<file path="src/rtl/tcam_match_reader.sv">
// TCAM match-vector reader: captures a match vector on start and streams matching addresses lowest-first.
// Optional popcount output enabled by defining TCAM_MATCH_COUNT_EN.
module tcam_match_reader #(
    parameter int MEMORY_SIZE = 32,
    parameter int ADDR_W      = $clog2(MEMORY_SIZE)
) (
    input  logic                   clk,
    input  logic                   reset,
    input  logic [MEMORY_SIZE-1:0] matched,
    input  logic                   start,
    output logic                   busy,
    output logic                   out_valid,
    input  logic                   out_ready,
    output logic [ADDR_W-1:0]      out_addr,
    output logic                   done,
    output logic                   hit,
    output logic [ADDR_W:0]        match_count
);

    localparam logic [1:0] S_IDLE = 2'd0;
    localparam logic [1:0] S_SCAN = 2'd1;
    localparam logic [1:0] S_DONE = 2'd2;

    logic [1:0]             r_state;
    logic [MEMORY_SIZE-1:0] r_pending;
    logic                   r_hit;

    logic [ADDR_W-1:0]      w_low_idx;
    logic                   w_found;
    logic [MEMORY_SIZE-1:0] w_pending_next;

    // Priority encoder: first set bit from index 0 upward wins.
    always_comb begin
        w_low_idx = '0;
        w_found   = 1'b0;
        for (int unsigned i = 0; i < MEMORY_SIZE; i++) begin
            if (r_pending[i] && !w_found) begin
                w_found   = 1'b1;
                w_low_idx = i[ADDR_W-1:0];
            end
        end
    end

    always_comb begin
        w_pending_next            = r_pending;
        w_pending_next[w_low_idx] = 1'b0;
    end

    always_ff @(posedge clk or negedge reset) begin
        if (!reset) begin
            r_state   <= S_IDLE;
            r_pending <= '0;
            r_hit     <= 1'b0;
        end else begin
            case (r_state)
                S_IDLE: begin
                    if (start) begin
                        r_pending <= matched;
                        r_hit     <= |matched;
                        r_state   <= (|matched) ? S_SCAN : S_DONE;
                    end
                end
                S_SCAN: begin
                    if (out_ready) begin
                        r_pending <= w_pending_next;
                        if (w_pending_next == '0) begin
                            r_state <= S_DONE;
                        end
                    end
                end
                S_DONE: begin
                    r_state <= S_IDLE;
                end
                default: begin
                    r_state <= S_IDLE;
                end
            endcase
        end
    end

    assign busy      = (r_state != S_IDLE);
    assign out_valid = (r_state == S_SCAN);
    assign out_addr  = (r_state == S_SCAN) ? w_low_idx : '0;
    assign done      = (r_state == S_DONE);
    assign hit       = r_hit;

`ifdef TCAM_MATCH_COUNT_EN
    logic [ADDR_W:0] r_count;
    logic [ADDR_W:0] w_popcount;

    always_comb begin
        w_popcount = '0;
        for (int unsigned i = 0; i < MEMORY_SIZE; i++) begin
            w_popcount = w_popcount + (ADDR_W+1)'(matched[i]);
        end
    end

    always_ff @(posedge clk or negedge reset) begin
        if (!reset) begin
            r_count <= '0;
        end else if (r_state == S_IDLE && start) begin
            r_count <= w_popcount;
        end
    end

    assign match_count = r_count;
`else
    assign match_count = '0;
`endif

endmodule

</file>
<file path="config.mk">
export PLATFORM = sky130hd
export DESIGN_NAME = tcam_match_reader
export DESIGN_NICKNAME = d
export VERILOG_FILES = /design/src/rtl/tcam_match_reader.sv
export SDC_FILE = /design/constraint.sdc
export NUM_CORES = 1
export LEC_CHECK = 0
export ABC_AREA = 1
export ABC_CLOCK_PERIOD_IN_PS = 3250
export CAP_MARGIN = 15
export CORE_MARGIN = 10
export CORE_UTILIZATION = 30
export DETAILED_ROUTE_END_ITERATION = 10
export HOLD_SLACK_MARGIN = 0.12
export PLACE_DENSITY = 0.57
export SETUP_SLACK_MARGIN = 0.05
export SYNTH_ARGS = -nofsm -noshare
export SYNTH_HDL_FRONTEND = slang
export SYNTH_SLANG_ARGS = --single-unit
</file>
<file path="constraint.sdc">
create_clock -name clk -period 3.25 [get_ports clk]
set_input_delay 0.8125 -clock clk [delete_from_list [all_inputs] [get_ports clk]]
set_output_delay 0.8125 -clock clk [all_outputs]
set_load 0.005 [all_outputs]
</file>
Word-level counts from Yosys, hierarchy flattened
Cells that the tools add are included.
{ "op_classes": {"add_sub_neg": 0, "bitwise_logic": 2, "n_div": 0, "n_eq_ne": 5, "reduce_logical": 71, "shift": 0, "magnitude_cmp": 2, "n_mul": 0, "muxes": 73} }
{ "ops": {"columns": ["cell", "count"], "rows": [
  ["$mux W5", 31],
  ["$mux W32", 2],
  ["$pmux W32 S2", 1],
  ["$mux W1", 33],
  ["$and A32 B32 Y32", 1],
  ["$logic_and A1 B1 Y1", 32],
  ["$logic_not A32 Y1", 1],
  ["$not A32 Y32", 1],
  ["$reduce_or A32 Y1", 1],
  ["$logic_not A1 Y1", 31],
  ["$mux W2", 4],
  ["$lt A5 B6 Y1 const B", 1],
  ["$reduce_and A3 Y1", 2],
  ["$demux W1 S5", 1],
  ["$ge A5 B1 Y1 const B", 1],
  ["$ne A2 B1 Y1 const B", 2],
  ["$pmux W2 S2", 1],
  ["$reduce_bool A2 Y1", 2],
  ["$eq A2 B1 Y1 const B", 1],
  ["$eq A2 B2 Y1 const B", 1],
  ["$logic_not A2 Y1", 1],
  ["$ne A2 B2 Y1 const B", 1],
  ["$reduce_and A2 Y1", 1]
]} }
{ "totals": {"ramBits": 0, "latchBits": 0, "reg_bits": 35, "word_cells": 156, "out_inout_bits": 15, "memories": 0, "mem_bits_ro": 0} }

Logic depth before layout (Yosys ltp)
Gate-level depths: netlist of the first run.
{ "depth": {"ltp_word": 104, "depth_mapped": 26, "ltp_nobuf": 26} }

Worst setup path before layout of the first run
OpenSTA, ideal clock, no wires.
{ "synth_timing": {"path_type": "register to output", "from": "register r_pending[0]", "to": "output out_addr[2]", "slack_ns": -0.064, "path_stages_with_launch": 18, "required_ns": 2.438, "t_arrival_ns": 2.501, "cell_sequence": "dfrtp_1 -> nor2_2 -> nand3_2 -> nor2_4 -> nand4_4 -> nor2_4 -> nand4_4 -> nor2_4 -> nand4_4 -> nor2_4 -> nand4_4 -> nor2_4 -> nand4_4 -> inv_1 -> nand2_1 -> nor3_2 -> o41ai_1 -> a41oi_1"} }
{ "synth_via": {"elab_chain_cells": 95, "elab_cells_between_ends": 123, "classes_between": "mux: 61; reduce/logical: 62"} }
{ "synth_rtl": {"columns": ["item", "line_no", "rtl"], "rows": [
  ["from (decl)", "25", "logic [MEMORY_SIZE-1:0] r_pending;"],
  ["from (signal assigned)", "58", "r_pending <= matched;"],
  ["from (signal assigned)", "65", "r_pending <= w_pending_next;"],
  ["$mux W1 *", "37", "if (r_pending[i] && !w_found) begin"],
  ["$logic_not A1 Y1", "37", null],
  ["$logic_and A1 B1 Y1", "37", null],
  ["$mux W1 *", "37", null],
  ["$logic_not A1 Y1", "37", null],
  ["$logic_and A1 B1 Y1", "37", null],
  ["$mux W1 *", "37", null],
  ["$logic_not A1 Y1", "37", null],
  ["(+79 left out)", null, null],
  ["$mux W1", "37", null],
  ["$logic_not A1 Y1", "37", null],
  ["$logic_and A1 B1 Y1", "37", null],
  ["$mux W1", "37", null],
  ["$logic_not A1 Y1", "37", null],
  ["$logic_and A1 B1 Y1", "37", null],
  ["$mux W5 *", "37", null],
  ["$mux W5 *", "83", "assign out_addr = (r_state == S_SCAN) ? w_low_idx : '0;"],
  ["to (decl)", "14", "output logic [ADDR_W-1:0] out_addr,"]
]} }
Mark *: on every way between the ends. The rest lies on a longest branch, timed or not.

Worst setup path after layout of the first run
{ "layout_timing": {"from": "register r_pending[1]", "to": "output out_addr[3]"} }
{ "layout_via": {"elab_chain_cells": 93, "elab_cells_between_ends": 121, "classes_between": "mux: 60; reduce/logical: 61"} }
{ "layout_rtl": {"columns": ["item", "line_no"], "rows": [
  ["$logic_and A1 B1 Y1 *", "37"],
  ["$mux W1 *", "37"],
  ["$logic_not A1 Y1", "37"],
  ["$logic_and A1 B1 Y1", "37"],
  ["$mux W1 *", "37"],
  ["$logic_not A1 Y1", "37"],
  ["$logic_and A1 B1 Y1", "37"],
  ["$mux W1", "37"],
  ["(+77 left out)", null],
  ["$mux W1", "37"],
  ["$logic_not A1 Y1", "37"],
  ["$logic_and A1 B1 Y1", "37"],
  ["$mux W1", "37"],
  ["$logic_not A1 Y1", "37"],
  ["$logic_and A1 B1 Y1", "37"],
  ["$mux W5 *", "37"],
  ["$mux W5 *", "83"]
]} }
Marks and branches as above.

==> results.json, run 1 <==
{
  "power.density_mw_per_mm2": 858,
  "min_from": "hit$_DFFE_PN0P_",
  "arrival_ns": 2.99,
  "synth.avg_cell_area_sq_um": 7.21,
  "drt_iter0_drc": 174,
  "start_kind": "register",
  "p_int_mw": 1.64,
  "htree_levels": 2,
  "drtPass1Iterations": 4,
  "die_h_um": 112,
  "crit_chain": "nor2_2 -> nand3_2 -> nor2_4 -> nand4_4 -> nor2_4 -> nand4_4 -> nor2_4 -> nand4_4 -> nor2_4 -> nand4_4 -> nor2_4 -> nand4_4 -> inv_2 -> nand2_2 -> nor3_4 -> o41ai_4 -> buf_4 -> a41oi_2 -> buf_2",
  "clk_path_buf_depth": 2,
  "diodes": 0,
  "dp_hpwl_mm": 6.18,
  "crit_fanout": 3,
  "p_total_mw": 3.13,
  "cp.buffers_inverters": 3,
  "power_frac_comb_pct": 59.1,
  "grt_pass1_vias": 2752,
  "finalCriticalPeriod_ns": 3.80,
  "max_freq_mhz": 263,
  "clk_pin_slew_ns": 0.08,
  "fin_ws_ns": -0.550,
  "cts_tree": "built",
  "crit_path_max_incr_delay_ns": 0.39,
  "portBuffers": 44,
  "insertion_delay_ns": 0.30,
  "setup_viol": 7,
  "net-switching-power_mw": 1.49,
  "n_fill_cell": 827,
  "drv_cap": 0,
  "wl_mm": 8.29,
  "clkSinkCount": 35,
  "pwr-share-clk_pct": 13.1,
  "finClkSkew_ns": 0.00986,
  "pin_count": 51,
  "grt_usage_pct": 13.0,
  "num_rows": 33,
  "vias": 2764,
  "p_sw_share_pct": 47.6,
  "die_area_sq_mm": 0.0126,
  "design.core.area_sq_mm": 0.00826,
  "grt_pass1_wl_mm": 13.6,
  "rr_worst_depth": 25,
  "initial_core_util_pct": 31.0,
  "dieWidth_um": 112,
  "hp-class": "reg2reg",
  "post-route-period-util_pct": 117,
  "hold_end": "hit$_DFFE_PN0P_",
  "violations": "negative setup slack",
  "synth_seq_cells": 35,
  "crit_path_end_kind": "primary output",
  "seq_power_share_pct": 27.8,
  "yosysUniqueCellTypes": 32,
  "gp_congestion": 0.915,
  "irDropWorstVdd_mv": 0.313,
  "rr_startpoint": "r_pending[1]$_DFFE_PN0P_",
  "placedCellCount": 533,
  "via_per_inst": 5.01,
  "crit_type": "reg2out",
  "antenna_found_initial": 0,
  "relSlewSlack_pct": 59.3,
  "grt_max_degree": 41,
  "grt.overflow.total": 0,
  "placed_cell_area_sq_mm": 0.00340,
  "min_path_cells": 2,
  "slew_viol_final": 0,
  "nets": 482,
  "postCtsHoldBufs": 0,
  "cp_slowest_cell": "dfrtp_1",
  "areaGrowthSynthToFinish_pct": 42.6,
  "required_ns": 2.44,
  "yosys_warnings": 0,
  "r2r_setup_slack_ns": -0.04,
  "final_cell_area_sq_mm": 0.00365,
  "crit_family": "simple AND/OR/NAND/NOR gates",
  "cts_made_buffers": 5,
  "root_buffer": "clkbuf_8",
  "multiInputGateArea_sq_mm": 0.00148,
  "p_leak_nw": 1.64,
  "outcome": "finished with violations",
  "syn_inst": 355,
  "drc_errors": 0,
  "post_drt_wl_per_cell_um": 15.0,
  "worstMarginPinSlew_ns": 0.602,
  "seqCellArea_sq_um": 876,
  "tns_ns": -2.74,
  "grt_setup_unrepaired": "yes",
  "hold_violations": 0,
  "r2r-end": "r_pending[31]$_DFFE_PN0P_",
  "drive_above_1_share_pct": 24.4,
  "final_cells": 552,
  "ant_nets": 0,
  "ys_seq_area_share_pct": 34.2,
  "syn-cell-area_sq_mm": 0.00256
}
[state kept, by name, indices dropped and copies added, names as in the netlist]
signal,cells
hit,1
r_pending,32
r_state,2
[routing by layer]
| metal | part of all wire [%] | GRT usage (%) | routed length [um] |
|---|---|---|---|
| met2 | 46 | 20.2 | 3790 |
| met5 | 0 | 0 | 0 |
| met3 | 5.5 | 4.15 | 457 |
| met1 | 47 | 16.8 | 3920 |
| met4 | 1.5 | 3.72 | 126 |
[power groups by stage]
stage               logic [mW]  registers (mW)  clock network [mW]
detailed placement        1.82           0.846                   0
global placement          1.81           0.849                   0
global route              2.06           0.899               0.447
floorplan                 1.15           0.821                   0
finish                    1.85           0.871               0.411
CTS                       1.82           0.867               0.421
[area by class of cell]
class                           instances  area share, %
Multi-Input combinational cell        249           40.5
Sequential cell                        35           24.0
Timing Repair Buffer                   98           22.9
Inverter                               57           5.86
Tap cell                              105           3.60
Clock buffer                            5           1.88
Clock inverter                          3           1.20
[through the flow]
step | hold slack, ns | utilization, % | worst slack (ns)
after floorplan | 0.473 | - | -0.0639
after global placement | 0.471 | 41.2 | -0.541
after detailed placement | 0.470 | 41.2 | -0.609
after CTS | 0.489 | 43.8 | -0.742
after global routing | 0.509 | 44.2 | -0.807
final | 0.484 | 44.2 | -0.550
[Yosys cell counts (all sizes together)]
cell / instances / area [sq um]
or2: 1 / 6.26
a211o: 1 / 10.0
o22ai: 27 / 169
a31o: 2 / 17.5
a41oi: 3 / 26.3
nand3: 11 / 70.1
o21ai: 42 / 210
nor2: 67 / 309
a31oi: 1 / 6.26
a211oi: 1 / 7.51
o2111ai: 2 / 17.5
buf: 8 / 52.6
o211ai: 2 / 15.0
nand2: 35 / 131
a21oi: 15 / 78.8
nand4: 11 / 159
nor3: 7 / 40.0
o41ai: 2 / 17.5
conb: 1 / 3.75
clkbuf: 11 / 41.3
nor4: 13 / 81.3
dfrtp: 35 / 876
inv: 57 / 214
[what timing repair did]
item / 4_1_cts / 5_1_grt
endpoints found under the setup margin: 6 / 8
buffers inserted: 8 / 3
pin swaps: 14 / 14
resized for setup: 34 / 5
[cells in the final DEF (no fill, tap or decap), drive strengths merged, types with 13 or more instances in the layout]
master and instances:
clkdlybuf4s50 39, o22ai 27, nand2 35, nor4 13
nor2 67, buf 59, o21ai 42, a21oi 15
inv 57, dfrtp 35
[worst max path at each step]
stage | startpoint | to | slack [ns] | depth (start not counted)
global route | r_pending[3]$_DFFE_PN0P_ | out_addr[2] | -0.81 | 19
detailed placement | r_pending[2]$_DFFE_PN0P_ | out_addr[2] | -0.61 | 18
CTS | r_pending[1]$_DFFE_PN0P_ | out_addr[3] | -0.74 | 19
finish | r_pending[1]$_DFFE_PN0P_ | out_addr[3] | -0.55 | 19
global placement | r_pending[2]$_DFFE_PN0P_ | out_addr[4] | -0.54 | 18
floorplan | r_pending[0]$_DFFE_PN0P_ | out_addr[2] | -0.06 | 17
[worst reg2reg max path: stages (launching register included)]
cell	delay, ns
dfrtp_1	0.39
nor2_2	0.15
nand3_2	0.12
nor2_4	0.12
nand4_4	0.10
nor2_4	0.13
nand4_4	0.10
nor2_4	0.13
nand4_4	0.10
nor2_4	0.13
nand4_4	0.10
nor2_4	0.13
nand4_4	0.12
inv_2	0.09
nand2_2	0.07
nor3_4	0.16
o41ai_4	0.11
buf_4	0.17
buf_4	0.13
buf_6	0.10
inv_2	0.04
nand3_2	0.06
nand2_2	0.07
buf_4	0.11
a21oi_1	0.05
a31o_2	0.22
[cell families after synthesis]
| family | synth area share [%] |
|---|---|
| and+or+nand+nor | 31.1 |
| AOI/OAI and AO/OA | 22.5 |
| buffers and inverters | 12.0 |
| DFF | 34.2 |
| other | 0.146 |
Note: power is estimated with default switching activity, not from simulation.
==> run 2, diff against run 1 <==
CORE_ASPECT_RATIO = 1.25   (was default)
SETUP_SLACK_MARGIN = 0.3   (was 0.05)
==> results.json, run 2 (synthesis results as in run 1) <==
{
  "wl_mm": 8.29,
  "grt_pass1_wl_mm": 13.4,
  "grt_usage_pct": 13.3,
  "die_area_sq_mm": 0.0127,
  "min_from": "hit$_DFFE_PN0P_",
  "min_path_cells": 2,
  "drt_iter0_drc": 115,
  "gp_congestion": 0.864,
  "irDropWorstVdd_mv": 0.292,
  "r2r_setup_slack_ns": -0.15,
  "rr_startpoint": "r_pending[0]$_DFFE_PN0P_",
  "initial_core_util_pct": 30.9,
  "clk_path_buf_depth": 2,
  "violations": "negative setup slack",
  "arrival_ns": 2.99,
  "cp_slowest_cell": "dfrtp_1",
  "hold-worst-slack_ns": 0.483,
  "hp-class": "reg2reg",
  "power.density_mw_per_mm2": 839,
  "relSlewSlack_pct": 57.7,
  "largest-register": "r_pending",
  "nets": 486,
  "placedCellCount": 527,
  "drtPass1Iterations": 4,
  "root_buffer": "clkbuf_8",
  "p_leak_nw": 1.66,
  "finClkSkew_ns": 0.0104,
  "cts_made_buffers": 5,
  "fin_ws_ns": -0.551,
  "r2r-end": "r_state[0]$_DFFE_PN0P_",
  "outcome": "finished with violations",
  "fin_util_pct": 44.5,
  "crit_fanout": 3,
  "final_cell_mix": "inv_1, nor2_1, buf_4",
  "post-route-period-util_pct": 117,
  "die_h_um": 123,
  "postCtsHoldBufs": 0,
  "via_per_inst": 5.09,
  "hold_violations": 0,
  "portBuffers": 44,
  "crit_chain": "nor2_2 -> nand3_2 -> nor2_4 -> nand4_4 -> nor2_4 -> nand4_4 -> nor2_4 -> nand4_4 -> nor2_4 -> nand4_4 -> nor2_4 -> nand4_4 -> inv_2 -> nand2_4 -> buf_4 -> a21oi_4 -> nor2_2 -> a41oi_2 -> buf_2",
  "design.core.area_sq_mm": 0.00829,
  "max_freq_mhz": 263,
  "grt_setup_unrepaired": "yes",
  "setup_viol": 8,
  "clkSinkCount": 35,
  "num_rows": 37,
  "insertion_delay_ns": 0.29,
  "diodes": 0,
  "required_ns": 2.44,
  "antenna_found_initial": 0,
  "post_drt_wl_per_cell_um": 15.1,
  "clk_pin_slew_ns": 0.08,
  "start_kind": "register",
  "grt_pass1_vias": 2824,
  "crit_path_max_incr_delay_ns": 0.39,
  "hold_end": "hit$_DFFE_PN0P_",
  "drv_cap": 0,
  "drive_above_1_share_pct": 25.7,
  "largest_reg_flops": 32,
  "grt.overflow.total": 0,
  "htree_levels": 2,
  "layout.cells.most_common": "inv_1",
  "drc_errors": 0,
  "vias": 2787,
  "ant_nets": 0,
  "cts_tree": "built",
  "final_cells": 548,
  "grt_max_degree": 47,
  "crit_type": "reg2out",
  "dieWidth_um": 103,
  "dp_hpwl_mm": 6.21,
  "areaGrowthSynthToFinish_pct": 44.2,
  "slew_viol_final": 0,
  "crit_path_end_kind": "primary output",
  "finalCriticalPeriod_ns": 3.80,
  "worstMarginPinSlew_ns": 0.629,
  "pin_count": 51,
  "rr_worst_depth": 28
}
run 2: cell types whose count changed in the layout (fill, tap and decap cells not counted), sizes merged:
| cell | change |
|---|---|
| bufinv | -1 |
| buf | +4 |
| clkinv | -1 |
| clkbuf | +2 |
run 2: layer usage:
metal | share of wire [%] | routed length [um] | vias to the layer above | track usage (%)
met4 | 1.9 | 158 | 0 | 5.39
met3 | 4.8 | 398 | 8 | 2.79
li1 | - | - | 1398 | -
met2 | 51 | 4250 | 59 | 23.5
met5 | 0 | 0 | - | 0
met1 | 42 | 3480 | 1322 | 15.2
run 2: worst max-delay path by stage:
stage / startpoint / endpoint / slack (ns) / depth (start not counted)
2_1_floorplan: r_pending[0]$_DFFE_PN0P_ / out_addr[2] / -0.06 / 17
3_3_place_gp: r_pending[2]$_DFFE_PN0P_ / out_addr[3] / -0.53 / 18
3_5_place_dp: r_pending[2]$_DFFE_PN0P_ / out_addr[2] / -0.62 / 18
4_1_cts: r_pending[1]$_DFFE_PN0P_ / out_addr[2] / -0.74 / 19
5_1_grt: r_pending[0]$_DFFE_PN0P_ / out_addr[2] / -0.76 / 19
6_report: r_pending[0]$_DFFE_PN0P_ / out_addr[3] / -0.55 / 19
run 2: area by class of cell:
class / count / area [sq um]
fill: 835 / 4600
sequential: 35 / 876
clock buffer: 7 / 76.3
clock inverter: 1 / 5.00
inverter: 57 / 214
timing repair buffer: 102 / 875
tap: 97 / 121
multi-input combinational: 249 / 1520
run 2: timing repair:
item / 4_1_cts / 5_1_grt
resized for setup: 32 / 14
pin swaps: 13 / 14
hold endpoints to repair: 0 / 0
buffers inserted: 11 / 2
gates cloned: 0 / 0
endpoints found under the setup margin: 8 / 10
run 2: worst max-delay path, delay by kind of cell, from the launching register on:
kind,cells,cell delay [ns]
AOI/OAI and AO/OA,2,0.35
and+or+nand+nor,14,1.56
buffers and inverters,3,0.38
DFF,1,0.39
run 2: stage by stage:
| step | area, sq um | total power, mW | TNS, ns | setup WS (ns) |
|---|---|---|---|---|
| 4_1_cts | 3620 | 3.05 | -4.35 | -0.736 |
| 3_5_place_dp | 3410 | 2.67 | -2.92 | -0.615 |
| 3_3_place_gp | 3410 | 2.66 | -2.58 | -0.529 |
| 5_1_grt | 3690 | 3.36 | -4.85 | -0.764 |
| 2_1_floorplan | 2590 | 1.97 | -0.248 | -0.0639 |
| 6_report | 3690 | 3.09 | -2.94 | -0.551 |
run 2: where the power goes:
group	leakage (nW)	internal (mW)	switching (mW)	total (mW)
Clock	0.0422	0.151	0.170	0.321
Sequential	0.427	0.660	0.204	0.864
Combinational	1.19	0.791	1.12	1.91
